File: src/rtl/dot_acc_pkg.sv
// Shared types and constants for the dot-product accumulator.
// Product width is fixed by the upstream 8x8 multiplier.
package dot_acc_pkg;
    localparam int ACC_W_DEF = 24;
    localparam int LEN_W_DEF = 8;
    localparam int PROD_W    = 16;

    typedef enum logic [1:0] {
        IDLE  = 2'd0,
        ACCUM = 2'd1,
        DONE  = 2'd2
    } state_e;

    // Longest job of all-ones products that cannot carry out of acc_w bits.
    function automatic int max_clean_len(input int acc_w);
        longint unsigned lim;
        lim = (64'd1 << acc_w) - 64'd1;
        return int'(lim / 64'd65535);
    endfunction
endpackage

File: src/rtl/dot_product_acc_8_if.sv
// Product-in / result-out handshake bundle for dot_product_acc_8.
// master = upstream/downstream side, slave = the accumulator.
interface dot_product_acc_8_if
    import dot_acc_pkg::*;
#(
    parameter int ACC_W = ACC_W_DEF
);
    logic              in_valid;
    logic              in_ready;
    logic [PROD_W-1:0] product;
    logic              out_valid;
    logic              out_ready;
    logic [ACC_W-1:0]  out_sum;
    logic              out_ovf;

    modport master (
        output in_valid, product, out_ready,
        input  in_ready, out_valid, out_sum, out_ovf
    );

    modport slave (
        input  in_valid, product, out_ready,
        output in_ready, out_valid, out_sum, out_ovf
    );
endinterface

File: src/rtl/dot_acc_datapath.sv
// Accumulator, sticky carry-out flag and remaining-beat counter.
// Sequencing comes from the FSM in the top via load/beat/clear.
module dot_acc_datapath
    import dot_acc_pkg::*;
#(
    parameter int ACC_W = ACC_W_DEF,
    parameter int LEN_W = LEN_W_DEF
) (
    input  logic              clk,
    input  logic              rst_n,
    input  logic              clear,
    input  logic              load,
    input  logic              beat,
    input  logic [LEN_W-1:0]  len,
    input  logic [PROD_W-1:0] product,
    output logic [ACC_W-1:0]  acc,
    output logic              ovf,
    output logic              last
);
    localparam int SW = ACC_W + 1;
    localparam int RW = LEN_W + 1;

    logic [LEN_W:0] rem;
    logic [ACC_W:0] sum;

    assign sum  = {1'b0, acc} + SW'(product);
    assign last = (rem == RW'(1));

    always_ff @(posedge clk or negedge rst_n) begin
        if (!rst_n) begin
            acc <= '0;
            ovf <= 1'b0;
            rem <= '0;
        end else if (clear) begin
            acc <= '0;
            ovf <= 1'b0;
            rem <= '0;
        end else if (load) begin
            acc <= '0;
            ovf <= 1'b0;
            // len==0 encodes the full 2^LEN_W, hence the extra counter bit
            rem <= (len == '0) ? {1'b1, {LEN_W{1'b0}}} : {1'b0, len};
        end else if (beat) begin
            acc <= sum[ACC_W-1:0];
            ovf <= ovf | sum[ACC_W];
            rem <= rem - RW'(1);
        end
    end
endmodule

File: src/rtl/dot_product_acc_8.sv
// Dot-product accumulator top: job FSM and handshake decode.
// Every output is decoded from registered state; no input reaches an output combinationally.
module dot_product_acc_8
    import dot_acc_pkg::*;
#(
    parameter int ACC_W = ACC_W_DEF,
    parameter int LEN_W = LEN_W_DEF
) (
    input  logic             clk,
    input  logic             rst_n,
    input  logic             start,
    input  logic [LEN_W-1:0] len,
    input  logic             clear,
    output logic             busy,
    dot_product_acc_8_if.slave bus
);
    localparam logic [1:0] S_IDLE  = IDLE;
    localparam logic [1:0] S_ACCUM = ACCUM;
    localparam logic [1:0] S_DONE  = DONE;

    logic [1:0]       state;
    logic [1:0]       state_nxt;
    logic             load;
    logic             beat;
    logic             last;
    logic [ACC_W-1:0] acc;
    logic             ovf;

    assign load = (state == S_IDLE)  & start         & ~clear;
    assign beat = (state == S_ACCUM) & bus.in_valid  & ~clear;

    always_comb begin
        state_nxt = state;
        if (clear) begin
            state_nxt = S_IDLE;
        end else begin
            case (state)
                S_IDLE:  if (start)             state_nxt = S_ACCUM;
                S_ACCUM: if (beat && last)      state_nxt = S_DONE;
                S_DONE:  if (bus.out_ready)     state_nxt = S_IDLE;
                default:                        state_nxt = S_IDLE;
            endcase
        end
    end

    always_ff @(posedge clk or negedge rst_n) begin
        if (!rst_n) state <= S_IDLE;
        else        state <= state_nxt;
    end

    dot_acc_datapath #(
        .ACC_W(ACC_W),
        .LEN_W(LEN_W)
    ) u_dp (
        .clk     (clk),
        .rst_n   (rst_n),
        .clear   (clear),
        .load    (load),
        .beat    (beat),
        .len     (len),
        .product (bus.product),
        .acc     (acc),
        .ovf     (ovf),
        .last    (last)
    );

    assign bus.in_ready  = (state == S_ACCUM);
    assign bus.out_valid = (state == S_DONE);
    assign bus.out_sum   = acc;
    assign bus.out_ovf   = ovf;
    assign busy          = (state != S_IDLE);
endmodule

File: src/flat_wrapper.sv
// flat-port wrapper written by rule: the top's interface ports become plain ports
module dot_product_acc_8_flat import dot_acc_pkg::*;
#(
    parameter int ACC_W = ACC_W_DEF,
    parameter int LEN_W = LEN_W_DEF
)
  (clk, rst_n, start, len, clear, busy, bus_in_valid, bus_product, bus_out_ready, bus_in_ready, bus_out_valid, bus_out_sum, bus_out_ovf);
  dot_product_acc_8_if #(.ACC_W(ACC_W)) bus_i ();
  input  logic clk;
  input  logic rst_n;
  input  logic start;
  input  logic [LEN_W-1:0] len;
  input  logic clear;
  output logic busy;
  input wire logic [$bits(bus_i.in_valid)-1:0] bus_in_valid;
  input wire logic [$bits(bus_i.product)-1:0] bus_product;
  input wire logic [$bits(bus_i.out_ready)-1:0] bus_out_ready;
  output wire logic [$bits(bus_i.in_ready)-1:0] bus_in_ready;
  output wire logic [$bits(bus_i.out_valid)-1:0] bus_out_valid;
  output wire logic [$bits(bus_i.out_sum)-1:0] bus_out_sum;
  output wire logic [$bits(bus_i.out_ovf)-1:0] bus_out_ovf;
  assign bus_i.in_valid = bus_in_valid;
  assign bus_i.product = bus_product;
  assign bus_i.out_ready = bus_out_ready;
  assign bus_in_ready = bus_i.in_ready;
  assign bus_out_valid = bus_i.out_valid;
  assign bus_out_sum = bus_i.out_sum;
  assign bus_out_ovf = bus_i.out_ovf;
  dot_product_acc_8 #(.ACC_W(ACC_W), .LEN_W(LEN_W)) u_core (.clk(clk), .rst_n(rst_n), .start(start), .len(len), .clear(clear), .busy(busy), .bus(bus_i));
endmodule
File: config.mk
export PLATFORM = sky130hd
export DESIGN_NAME = dot_product_acc_8_flat
export DESIGN_NICKNAME = d
export VERILOG_FILES = /design/src/rtl/dot_acc_pkg.sv /design/src/rtl/dot_product_acc_8_if.sv /design/src/rtl/dot_acc_datapath.sv /design/src/rtl/dot_product_acc_8.sv /design/src/flat_wrapper.sv
export SDC_FILE = /design/constraint.sdc
export NUM_CORES = 1
export LEC_CHECK = 0
export ABC_CLOCK_PERIOD_IN_PS = 4890
export BUFFER_PORTS_ARGS = -buffer_cell sky130_fd_sc_hd__buf_2
export CAP_MARGIN = 30
export CORE_MARGIN = 1.5
export CORE_UTILIZATION = 38
export CTS_BUF_LIST = sky130_fd_sc_hd__clkbuf_4 sky130_fd_sc_hd__clkbuf_8
export CTS_CLUSTER_DIAMETER = 60
export DETAILED_ROUTE_END_ITERATION = 10
export GPL_TIMING_DRIVEN = 0
export PLACE_DENSITY_LB_ADDON = 0.1
export SYNTH_ARGS = -nofsm -noshare
export SYNTH_HDL_FRONTEND = slang
export SYNTH_SLANG_ARGS = --single-unit
File: constraint.sdc
create_clock -name clk -period 4.89 [get_ports clk]
set_input_delay 0.7335 -clock clk [delete_from_list [all_inputs] [get_ports clk]]
set_output_delay 0.7335 -clock clk [all_outputs]
set_load 0.02 [all_outputs]
==> flow_summary.json, run 1 <==
{
  "combPwrFrac": 0.216,
  "drv_slew": 0,
  "timing.final.crit_period_ps": 2556,
  "cts_buffer_depth": 2,
  "yosys.area.top_type": "dfrtp_1",
  "ys_warn_count": 0,
  "ys.flop_type": "dfrtp_1",
  "syn-cell-area_um2": 2490,
  "antenna_cells": 0,
  "wire_per_inst_um": 14.61,
  "cts_buffers": 5,
  "irDropWorstVdd_mv": 0.1146,
  "synth-seq-cells": 36,
  "reg2reg_depth": 9,
  "via_per_inst": 5.416,
  "die_area_um2": 7047,
  "synthTopCellsByCount": "dfrtp_1 (36), nand2_1 (34), a21oi_1 (19)",
  "critPathRequiredTime_ps": 5050,
  "synth_seq_area_share": 0.3618,
  "crit_type": "input port to flip-flop",
  "synthTopCellsByArea": "dfrtp_1 (36%), ha_1 (9.0%), nand2_1 (5.1%), xnor2_1 (3.9%), a21oi_1 (3.8%)",
  "p_leak_uw": 0.001491,
  "max_stage_delay_ps": 530,
  "synth_top_area_share": 0.3618,
  "syn_inst": 275,
  "drc_errors": 0,
  "slew_headroom": 0.4414,
  "yosysMostFrequentCell": "dfrtp_1",
  "wl_mm": 6.077,
  "synth_area_per_cell_um2": 9.054,
  "track_usage": 0.1850,
  "synthArstFlopShare": 1.000,
  "cts_resized": 0,
  "fin_setup_tns_ps": 0,
  "fmax_ghz": 0.3912,
  "nNetsFinal": 387,
  "io_buffers": 56,
  "clockPowerShare": 0.358,
  "htreeDepth": 2,
  "hold_path_class": "flip-flop to flip-flop",
  "drt_iter0_drc": 103,
  "synthesis.nets": 324,
  "powerDensity_nw_per_um2": 254.8,
  "die_x_um": 83.95,
  "areaGrowthSynthToFinish_pct": 19.60,
  "worst_pin_slew_ps": 837.9,
  "fp.coreArea_um2": 6350,
  "rsz0062_at_grt": "no",
  "setup_viol": 0,
  "final_util": 0.4690,
  "ant_nets": 0,
  "grt_pass1_wl_mm": 10.47,
  "arrival_ps": 2720,
  "gr-total-overflow": 0,
  "grt_max_degree": 37,
  "post-route-period-util": 0.5228,
  "row_count": 29,
  "vias": 2253,
  "grt_pass1_vias": 2168,
  "synth_edf_count": 0,
  "cts.sinks": 36,
  "critPathSlowestCell": "o31ai_2",
  "io_pins": 58,
  "hpwl_mm": 4.556,
  "drv_cap": 0,
  "cp_max_fo": 6,
  "cts_root_buffer": "clkbuf_8",
  "hold_viol": 0,
  "insertion_delay_ps": 290,
  "tritoncts": "yes",
  "firstDrtPassIters": 4,
  "fin_skew_ps": 10.31,
  "post_cts_buffers": 0,
  "seqPwrFrac": 0.427,
  "gp_congestion": 0.8343,
  "p_sw_frac": 0.3037,
  "p_int_uw": 528.4,
  "cts_hold_buf": 0,
  "p_switching_uw": 230.5,
  "worst_setup_path_end_kind": "flip-flop",
  "cp_cell_sequence": "buf_2 > ha_1 > fa_1 > a211oi_2 > o21ai_2 > nand2_2 > o31ai_2 > nor4_1 > nor3_2 > a31oi_1",
  "start_util": 0.3921,
  "synth.distinct_cells": 57,
  "cp-start-kind": "input port",
  "min_path_cells": 2,
  "drive_above_1_share": 0.2507,
  "antenna_found_initial": 0,
  "clkTransAtPathRegs_ps": 80,
  "status": "completed",
  "die_h_um": 83.95
}
[metrics by stage]
stage               setup slack [ps]  area [um^2]  cells  hold WS (ps)  total power [uW]
floorplan                       2331         2490    275         437.9             441.7
global placement                2051         2867    408         491.1             492.6
detailed placement              1992         2867    408         502.3             494.1
CTS                             2303         2978    416         520.4             769.7
global route                    2120         2978    416         534.0             802.5
finish                          2334         2978    416         514.6             758.9
[worst max-delay path, delay by kind of cell]
kind,cells,cell delay (ps)
fa+ha+maj,2,440
buf+inv,1,80
simple gates,3,500
compound gates,4,960
[flip-flops by register name, indices dropped and copies added, names as in the netlist]
signal / count
u_core.u_dp.ovf: 1
u_core.u_dp.acc: 24
u_core.u_dp.rem: 9
u_core.state: 2
[routing by layer]
metal	vias up	wire, um	GRT usage
li1	1133	-	-
met1	1066	3099	0.2618
met2	49	2636	0.2903
met3	5	289	0.04055
met4	0	51	0.04024
met5	-	0	0
[cell families (layout without fill, tap and decap cells)]
kind of cell / after synthesis / after routing / synth area share
AOI/OAI and AO/OA: 87 / 87 / 0.2533
and+or+nand+nor: 101 / 101 / 0.2010
xor gates and xnor gates: 18 / 18 / 0.06332
adders and majority gates: 19 / 19 / 0.09849
DFF: 36 / 36 / 0.3618
buffers and inverters: 14 / 78 / 0.02211
[power groups by stage]
stage | sequential [uW] | clock [uW] | combinational [uW]
5_1_grt | 326 | 291 | 185
3_3_place_gp | 330 | 0 | 163
6_report | 324 | 271 | 164
4_1_cts | 324 | 280 | 165
3_5_place_dp | 330 | 0 | 165
2_1_floorplan | 335 | 0 | 107
[area by class of cell]
| cell class | instances | area, um^2 |
|---|---|---|
| clock buffers | 5 | 68.82 |
| inverters | 6 | 22.52 |
| flip-flops and latches | 36 | 900.9 |
| fillers | 628 | 3372 |
| repair buffers | 56 | 280.3 |
| clock inverters | 3 | 42.54 |
| plain buffers | 8 | 32.53 |
| multi-input cells | 225 | 1534 |
| well taps | 77 | 96.34 |
[worst paths after layout]
path                                     from                  end  slack, ps
max                            bus_product[0]  u_core.u_dp.acc[18]       2330
min reg2reg                u_core.u_dp.acc[4]   u_core.u_dp.acc[4]        510
min in group asynchronous               rst_n   u_core.u_dp.acc[9]        530
max in group asynchronous               rst_n  u_core.u_dp.acc[23]       3830
min                        u_core.u_dp.acc[4]   u_core.u_dp.acc[4]        510
max reg2reg                u_core.u_dp.acc[0]      u_core.u_dp.ovf       2450
[placed cells by master (no fill, tap or decap), types with 2 or more instances in the layout]
cell type,Yosys,final
or2_2,2,2
nor4_1,3,3
or3_1,2,2
nand2b_1,3,3
a21o_2,2,2
and2_1,3,3
and3_1,2,2
nand3_1,11,11
clkbuf_8,0,5
inv_1,6,6
nor2_1,18,18
or4_1,4,4
o21a_1,3,3
nor2b_1,3,3
a21oi_1,19,19
a22o_1,10,10
xnor2_1,11,11
clkbuf_1,6,6
dfrtp_1,36,36
nor3_1,8,8
buf_2,2,58
o211ai_1,5,5
o21ai_1,2,2
o21ai_0,18,18
ha_1,18,18
xor2_1,7,7
a311oi_1,2,2
a21o_1,3,3
nand2_1,34,34
nor3_2,3,3
a31oi_1,2,2
Note: power is estimated with default switching activity, not from simulation.
==> run 2, diff against run 1 <==
--- a/config.mk
+++ b/config.mk
@@ -5,7 +5,7 @@
 export SDC_FILE = /design/constraint.sdc
 export NUM_CORES = 1
 export LEC_CHECK = 0
-export ABC_CLOCK_PERIOD_IN_PS = 4890
+export ABC_CLOCK_PERIOD_IN_PS = 2400
 export BUFFER_PORTS_ARGS = -buffer_cell sky130_fd_sc_hd__buf_2
 export CAP_MARGIN = 30
 export CORE_MARGIN = 1.5
==> constraint.sdc (replaced) <==
create_clock -name clk -period 2.4 [get_ports clk]
set_input_delay 0.36 -clock clk [delete_from_list [all_inputs] [get_ports clk]]
set_output_delay 0.36 -clock clk [all_outputs]
set_load 0.02 [all_outputs]
==> flow_summary.json, run 2 (synthesized netlist as in run 1, its figures left out) <==
{
  "die_x_um": 83.95,
  "seqCellArea_um2": 900.9,
  "fin_cells": 422,
  "gr-total-overflow": 0,
  "nNetsFinal": 393,
  "clkTransAtPathRegs_ps": 90,
  "clockPowerShare": 0.355,
  "drv_slew": 0,
  "irDropWorstVdd_mv": 0.2338,
  "post-route-period-util": 0.9507,
  "seqPwrFrac": 0.422,
  "timing.final.crit_period_ps": 2282,
  "p_switching_uw": 477.1,
  "routed-wl-met3_um": 323,
  "cts.sinks": 36,
  "design_power_total_uw": 1563,
  "p_sw_frac": 0.3052,
  "cts_buffers": 5,
  "cts_buffer_depth": 2,
  "row_count": 29,
  "cp-start-kind": "flip-flop",
  "fillers": 622,
  "slew_headroom": 0.4418,
  "ant_nets": 0,
  "worst_setup_path_end_kind": "flip-flop",
  "powerDensity_nw_per_um2": 510.8,
  "hold_viol": 0,
  "io_pins": 58,
  "start_util": 0.3921,
  "grt_pass1_vias": 2188,
  "io_buffers": 56,
  "p_leak_uw": 0.001519,
  "wire_per_inst_um": 14.60,
  "p_int_uw": 1086,
  "htreeDepth": 2,
  "drc_errors": 0,
  "worst_pin_slew_ps": 837.3,
  "top_layer": "met4",
  "combPwrFrac": 0.223,
  "postPlaceCellArea_um2": 2867,
  "largest_reg_flops": 24,
  "hold_path_class": "input port to async pin",
  "drv_cap": 0,
  "arrival_ps": 2450,
  "reg_top3": "u_core.u_dp.acc: 24 flops, u_core.u_dp.rem: 9 flops, u_core.state: 2 flops",
  "wl_mm": 6.160,
  "wl_met2_mm": 2.722,
  "via_per_inst": 5.400,
  "die_area_um2": 7047,
  "final_cell_mix": "buf_2 (58), dfrtp_1 (36), nand2_1 (34), nor2_1 (18), o21ai_0 (18)",
  "dp_cells": 408,
  "vias": 2279,
  "final_util": 0.4820,
  "final_cell_area_um2": 3060,
  "crit_type": "flip-flop to flip-flop",
  "antenna_cells": 0,
  "cts_hold_buf": 0,
  "drive_above_1_share": 0.2841,
  "multiInputGateArea_um2": 1572,
  "setup_viol": 0,
  "die_h_um": 83.95,
  "gp_congestion": 0.8343,
  "grt_max_degree": 37,
  "hpwl_mm": 4.556,
  "regMostFlops": "u_core.u_dp.acc",
  "met1_length_mm": 3.084,
  "firstDrtPassIters": 4,
  "track_usage": 0.1852,
  "areaGrowthSynthToFinish_pct": 22.91,
  "grt_pass1_wl_mm": 10.48,
  "insertion_delay_ps": 300,
  "cts_root_buffer": "clkbuf_8",
  "mostFrequentLayoutCell": "buf_2",
  "reg2reg_slack_ps": 120,
  "antenna_found_initial": 0,
  "drt_iter0_drc": 122,
  "fp.coreArea_um2": 6350,
  "critPathRequiredTime_ps": 2570,
  "fin_skew_ps": 10.87,
  "status": "completed",
  "cp_max_fo": 5,
  "tritoncts": "yes",
  "fmax_ghz": 0.4383
}
[run 2: changes by cell type in the layout (fill, tap and decap cells not counted), sizes merged]
cell / delta
buf: +6
[run 2: routing by layer]
| metal | GRT usage | vias to the layer above |
|---|---|---|
| met3 | 0.04055 | 2 |
| li1 | - | 1149 |
| met1 | 0.2624 | 1079 |
| met2 | 0.2903 | 49 |
| met4 | 0.04024 | 0 |
| met5 | 0 | - |
[run 2: area by class of cell]
cell class              count  area share
clock inverters             3     0.01390
repair buffers             62      0.1063
well taps                  77     0.03148
clock buffers               5     0.02249
flip-flops and latches     36      0.2944
inverters                   6    0.007359
plain buffers               8     0.01063
multi-input cells         225      0.5135
[run 2: worst paths after layout]
path,cells after the start,end,startpoint
max,9,u_core.u_dp.ovf,u_core.u_dp.acc[0]
min,1,u_core.u_dp.acc[9],rst_n
max reg2reg,9,u_core.u_dp.ovf,u_core.u_dp.acc[0]
min reg2reg,2,u_core.u_dp.acc[4],u_core.u_dp.acc[4]
max in group asynchronous,1,u_core.u_dp.acc[23],rst_n
min in group clk,2,u_core.u_dp.rem[6],len[6]
[run 2: critical path, stage by stage (launching register included)]
cell and delay [ps]:
dfrtp_1 390, ha_2 210, fa_2 390, a211oi_4 240, o21ai_2 110, nand2_2 100, o31ai_4 100, o311a_4 350
a41oi_2 210, nor3_2 50
[run 2: what timing repair did]
| action | 4_1_cts | 5_1_grt |
|---|---|---|
| buffers inserted | 2 | 4 |
| resized for setup | 3 | 6 |
| pin swaps | 2 | 4 |
| endpoints found under the setup margin | 5 | 10 |
[run 2: power by group through the flow]
stage	combinational [uW]	clock, uW	sequential [uW]
2_1_floorplan	218	0	682
3_3_place_gp	332	0	671
3_5_place_dp	335	0	672
6_report	348	555	660
5_1_grt	392	593	665
4_1_cts	341	571	660
[run 2: stage by stage]
step	setup WS [ps]	TNS, ps	hold WS, ps
floorplan	62.01	0	64.41
global placement	-65.90	-234.5	491.1
finish	118.4	0	157.3
CTS	26.91	0	200.8
global route	-2.172	-2.172	237.6
detailed placement	-124.9	-511.5	502.3
